$ cat src/rtl/branch_fetch_unit.sv
// Program counter owner and fetch redirect on the consumer side of the jump protocol.
// Optional feature: define BRANCH_COUNTER_EN to build the saturating taken-jump counter.
module branch_fetch_unit #(
   parameter int                ADDR_W       = 32,
   parameter int                FLUSH_STAGES = 2,
   parameter logic [ADDR_W-1:0] RESET_PC     = '0
) (
   input  logic              clk,
   input  logic              rst,
   input  logic              stall,
   input  logic              JmpSel,
   input  logic [ADDR_W-1:0] JmpTarget,
   input  logic              halt,
   output logic [ADDR_W-1:0] pc,
   output logic              flush,
   output logic              halted,
   output logic              misalign,
   output logic [15:0]       taken_cnt
);

   typedef enum logic [1:0] {RUN, FLUSH, HALTED} state_t;

   localparam logic [3:0] FLUSH_INIT = 4'(FLUSH_STAGES);

   state_t     state;
   logic [3:0] flush_left;
   logic       jump_taken;

   function automatic logic [ADDR_W-1:0] word_align(input logic [ADDR_W-1:0] addr);
      return {addr[ADDR_W-1:2], 2'b00};
   endfunction

   // Wraps modulo 2^ADDR_W by construction of the result width.
   function automatic logic [ADDR_W-1:0] pc_inc(input logic [ADDR_W-1:0] addr);
      return addr + ADDR_W'(4);
   endfunction

   function automatic logic [15:0] sat_inc16(input logic [15:0] value);
      return (value == 16'hFFFF) ? value : value + 16'd1;
   endfunction

   // A resolved jump is taken in RUN regardless of stall so it is never lost.
   assign jump_taken = (state == RUN) && JmpSel;

   always_ff @(posedge clk or posedge rst) begin
      if (rst) begin
         state      <= RUN;
         pc         <= RESET_PC;
         flush      <= 1'b0;
         halted     <= 1'b0;
         misalign   <= 1'b0;
         flush_left <= 4'd0;
      end else begin
         misalign <= 1'b0;
         case (state)
            RUN: begin
               if (JmpSel) begin
                  pc         <= word_align(JmpTarget);
                  flush_left <= FLUSH_INIT;
                  flush      <= 1'b1;
                  misalign   <= |JmpTarget[1:0];
                  state      <= FLUSH;
               end else if (halt && !stall) begin
                  halted <= 1'b1;
                  state  <= HALTED;
               end else if (!stall) begin
                  pc <= pc_inc(pc);
               end
            end
            // Jump and halt requests here come from squashed instructions.
            FLUSH: begin
               if (!stall) begin
                  pc         <= pc_inc(pc);
                  flush_left <= flush_left - 4'd1;
                  if (flush_left == 4'd1) begin
                     flush <= 1'b0;
                     state <= RUN;
                  end
               end
            end
            HALTED: begin
               halted <= 1'b1;
            end
            default: begin
               state  <= RUN;
               flush  <= 1'b0;
               halted <= 1'b0;
            end
         endcase
      end
   end

`ifdef BRANCH_COUNTER_EN
   logic [15:0] taken_q;

   always_ff @(posedge clk or posedge rst) begin
      if (rst) begin
         taken_q <= 16'd0;
      end else if (jump_taken) begin
         taken_q <= sat_inc16(taken_q);
      end
   end

   assign taken_cnt = taken_q;
`else
   assign taken_cnt = 16'd0;
`endif

endmodule
$ cat config.mk
export PLATFORM = sky130hd
export DESIGN_NAME = branch_fetch_unit
export DESIGN_NICKNAME = d
export VERILOG_FILES = /design/src/rtl/branch_fetch_unit.sv
export SDC_FILE = /design/constraint.sdc
export NUM_CORES = 1
export LEC_CHECK = 0
export ABC_AREA = 1
export BUFFER_PORTS_ARGS = -buffer_cell sky130_fd_sc_hd__buf_2
export CORE_ASPECT_RATIO = 0.5
export CORE_UTILIZATION = 29
export CTS_CLUSTER_DIAMETER = 120
export DETAILED_ROUTE_END_ITERATION = 8
export SLEW_MARGIN = 20
export SYNTH_ARGS = -nofsm -noshare
export SYNTH_HDL_FRONTEND = slang
export SYNTH_SLANG_ARGS = --single-unit
$ cat constraint.sdc
create_clock -name clk -period 4.4 [get_ports clk]
set_input_delay 1.1 -clock clk [delete_from_list [all_inputs] [get_ports clk]]
set_output_delay 1.1 -clock clk [all_outputs]
set_load 0.05 [all_outputs]
# Word-level counts from Yosys, hierarchy flattened

Index checks and enable logic that the tools add are counted.

Add/subtract/negate cells: 2
Reduce and logical (&&, ||, !) cells: 10
Eq/ne operators: 10
Mux-type cells: 21
Bitwise gates (word level): 2

Operators with widths:

| operator                                              | count |
|---|---|
| two-way mux 32 bit                                    | 3 |
| case mux 32 bit (2 select lines)                      | 1 |
| adder 32 x 3 -> 32 bit, second input constant         | 1 |
| two-way mux 2 bit                                     | 4 |
| two-way mux 4 bit                                     | 2 |
| inequality test 2 bit, second input constant          | 4 |
| case mux 4 bit (2 select lines)                       | 1 |
| AND reduction 4 bit                                   | 2 |
| two-way mux 1 bit                                     | 7 |
| case mux 1 bit (3 select lines)                       | 2 |
| case mux 2 bit (3 select lines)                       | 1 |
| AND reduction 3 bit                                   | 2 |
| equality test 4 x 1 -> 1 bit, second input constant   | 1 |
| subtractor 4 x 1 -> 4 bit, second input constant      | 1 |
| inequality test 3 x 2 -> 1 bit, second input constant | 1 |
| inequality test 3 bit, second input constant          | 1 |
| equality test 2 x 1 -> 1 bit, second input constant   | 1 |
| equality test 2 bit, second input constant            | 1 |
| zero test 2 bit                                       | 1 |
| inequality test 2 x 1 -> 1 bit, second input constant | 1 |
| inverter 1 bit                                        | 2 |
| AND reduction 2 bit                                   | 1 |
| nonzero test 2 bit                                    | 1 |
| OR reduction 2 bit                                    | 1 |
| other kinds (2)                                       | 2 |

Register bits: 41
Output and inout port bits: 51

# Logic depth before layout (Yosys ltp)

Depth after elaboration: 5
Gate-level depth with buffers: 10

# Worst setup path after synthesis

OpenSTA, ideal clock, no wires.

Path type: input to register
Start point: input port stall
End point: register pc[19]
Stages: 10
Path buffers: 0
Setup time: 119 ps
Arrival: 1881 ps
Setup slack: 2399 ps
Cell sequence: inv_4 nand2_4 nor2_4 nand2_4 nor2_4 nand2_1 nand2_1 nand3_1 nand2_1 o21ai_2

Longest elaborated chain between the ends: 4
Elaborated cells on any way between the ends: 8

RTL lines:

| item                                                                    | RTL line | RTL |
|---|---|---|
| from (decl)                                                             | 10       | `input logic stall,` |
| two-way mux 32 bit or zero test 1 bit (tied branches)                   | --       |  |
| two-way mux 32 bit or logical AND 1 bit (tied branches)                 | --       |  |
| two-way mux 32 bit or inequality test 3 bit (tied branches)             | --       |  |
| case mux 32 bit (2 select lines) or AND reduction 2 bit (tied branches) | --       |  |
| to (signal assigned)                                                    | 58       | `pc <= word_align(JmpTarget);` |
| to (signal assigned)                                                    | 67       | `pc <= pc_inc(pc);` |
| to (signal assigned)                                                    | 73       | `pc <= pc_inc(pc);` |
| to (decl)                                                               | 14       | `output logic [ADDR_W-1:0] pc,` |

Parallel ways exist; a longest one is shown, timed or not. The select of a mux whose other input is x is not followed.
A chain may end at the register's enable or synchronous reset.

# Worst setup path after layout

Start point: input port JmpSel
End point: register pc[21]

Longest elaborated chain between the ends: 2
Elaborated cells on any way between the ends: 4

RTL lines:

| item                                                                    | RTL line | RTL |
|---|---|---|
| from (decl)                                                             | 11       | `input logic JmpSel,` |
| two-way mux 32 bit or inequality test 3 bit (tied branches)             | --       |  |
| case mux 32 bit (2 select lines) or AND reduction 2 bit (tied branches) | --       |  |

Parallel ways exist; a longest one is shown, timed or not.

==> impl_metrics.tcl <==
set metrics [dict create \
    status "finished, final reports clean" \
    cp.required_ns 4.58 \
    clkPwrFrac_pct 15.1 \
    cts_setup_buffers 0 \
    r2r_start "state[0]" \
    r2r_cells 9 \
    power_density_mw_per_mm2 720 \
    crit_top_cell "nand2_1" \
    ctsResizeCount 0 \
    firstDrtPassIters 4 \
    worstSetupPathType "input pin to flip-flop" \
    timing.fmax_mhz 413 \
    fin_total_pwr_w 0.00252 \
    cp_slowest_cell "inv_2" \
    hold_class "flip-flop to flip-flop" \
    cp_slowest_stage_delay_ns 0.43 \
    globalRouteTotalUtil_pct 15.6 \
    die_h_um 73.5 \
    stdcell_area_mm2 0.00349 \
    cp.depth 9 \
    ant_nets 0 \
    wl_per_cell_um 11.9 \
    dp_hpwl_mm 5.78 \
    via_count 2972 \
    die_w_um 145 \
    cp_data_arrival_time_ns 2.61 \
    drive_above_1_share_pct 19.2 \
    r2r-end "pc[21]" \
    worstMarginPinSlew_ns 0.863 \
    critical-path-top-delay-family "simple AND/OR/NAND/NOR gates" \
    clock-sinks 39 \
    p_sw_w 0.00143 \
    synth.distinct_cells 34 \
    syn_inst 459 \
    port-buffer-count 69 \
    nets 564 \
    drcViolationCount 0 \
    area_growth_pct 17.8 \
    grt_pass1_vias 2674 \
    end_kind "flip-flop" \
    clockBufferDepth 2 \
    clkLatencyLatePin_ns 0.29 \
    drtIter0Drc 194 \
    setup_ws_ns 1.98 \
    internal_power_w 0.00108 \
    placed_cell_area_mm2 0.00334 \
    finalWeightedCongestion 0.806 \
    clk_pin_slew_ns 0.07 \
    place_inst 652 \
    maxCapViolCount 0 \
    p_leak_nw 1.85 \
    switching_share_pct 57.0 \
    finalCriticalPeriod_ns 2.42 \
    tns_ns 0 \
    worstHoldStart "halted" \
    avgViaCountPerCell 4.50 \
    die-area_mm2 0.0107 \
    slew_headroom_pct 42.4 \
    setup_viol_count_final 0 \
    stdcell_count 660 \
    num_io_pins 88 \
    start_kind "input pin" \
    holdPathEnd "halted" \
    p_seq_share_pct 30.5 \
    cts_buffers 5 \
    hold_violations 0 \
    antenna_found_initial 0 \
    yosysWarnings 0 \
    fin_crit_sh_pct 55.1 \
    start_util_pct 30.6 \
    finalMaxSlewViolations 0 \
    crit_start "JmpSel" \
    reg2reg_slack_ns 2.38 \
    hold_path_depth 2 \
    crit_fanout 54 \
    grt_max_degree 55 \
    diodes 0 \
    rsz0062_at_grt "no" \
    cts_tree "done" \
    overflow 0 \
    path_cells "buf_2, inv_1, nor2_4, inv_2, or2_1, nand2_1, nand2_1, nand2_1, inv_1" \
    h-tree-depth 2 \
    syn_area_mm2 0.00297 \
    wl_mm 7.85 \
    grt_pass1_wl_mm 13.2 \
    peakVddDrop_uv 242 \
    ys_seq_area_share_pct 32.9 \
    layout_common_cells "137 x nand2_1, 70 x nor2_1, 69 x buf_2" \
    combPwrFrac_pct 54.4 \
    fin_skew_ns 0.00705 \
    worstPathBufferInverterCount 4 \
    postCtsHoldBufs 0 \
    syn_area_per_cell_um2 6.46 \
    ys_seq_elements 39 \
    rows 25 \
    place_ws_ns 1.67 \
    root_buffer "clkbuf_16" \
    fp.coreArea_mm2 0.00970 \
    final_common_cell "nand2_1" \
]
cell usage after synthesis (all sizes together):
master	count	area, µm²
nand2	141	554
nor2	81	372
inv	52	198
nand3	44	233
dfrtp	39	976
o21ai	31	159
buf	30	215
a21oi	17	85.1
nand4	5	31.3
ha	3	37.5
nor3	3	15.0
nand3b	2	15.0
or2	2	12.5
a22oi	1	7.51
and2	1	6.26
conb	1	3.75
o211ai	1	7.51
o21bai	1	7.51
o22ai	1	6.26
o31ai	1	7.51
xnor2	1	8.76
xor2	1	8.76
stage by stage:
step / utilization (%) / hold slack, ns
after floorplan: - / 0.434
after global placement: 34.5 / 0.456
after detailed placement: 34.5 / 0.458
after CTS: 36.0 / 0.476
after global routing: 36.0 / 0.511
final: 36.0 / 0.474
area by class of cell:
class	instances	area, µm²
clock buffers	5	125
clock inverters	3	23.8
fillers	1117	6200
inverters	52	198
multi-input cells	355	1640
flip-flops and latches	39	976
well taps	135	169
repair buffers	71	360
power groups by stage:
stage | registers (W) | clock network, W | logic [W]
after floorplan | 0.00120 | 0 | 0.000611
after global placement | 0.000769 | 0 | 0.00136
after detailed placement | 0.000769 | 0 | 0.00137
after CTS | 0.000766 | 0.000382 | 0.00138
after global routing | 0.000802 | 0.000397 | 0.00151
final | 0.000767 | 0.000380 | 0.00137
state kept, by name, summed over array words and instances, names as in the netlist:
signal,flops
halted,1
state,2
pc,30
flush_left,4
misalign,1
flush,1
cells by family after synthesis:
family / synth area share, %
simple gates: 41.8
buf+inv: 13.9
compound gates: 9.45
flops: 32.9
fa+ha+maj: 1.27
xor+xnor: 0.591
other cells: 0.126
worst max-delay path by stage:
stage                        end  slack, ns
final                     pc[21]       1.98
after global routing      pc[21]       1.78
after CTS                 pc[21]       1.96
after detailed placement  pc[21]       1.67
after global placement    pc[21]       1.70
after floorplan           pc[19]       2.40
layer usage:
metal	GRT usage (%)	share of wire (%)	vias to the layer above
met5	0	0	-
met4	3.66	0.90	0
met3	2.55	4.9	7
met2	26.3	46	77
met1	21.0	48	1349
li1	-	-	1539
tightest hold or removal path: stages, from the launching register on:
cell and delay [ns]:
dfrtp_1 0.34, nand2_1 0.05, nand2_1 0.05
Note: power is estimated with default switching activity, not from simulation.
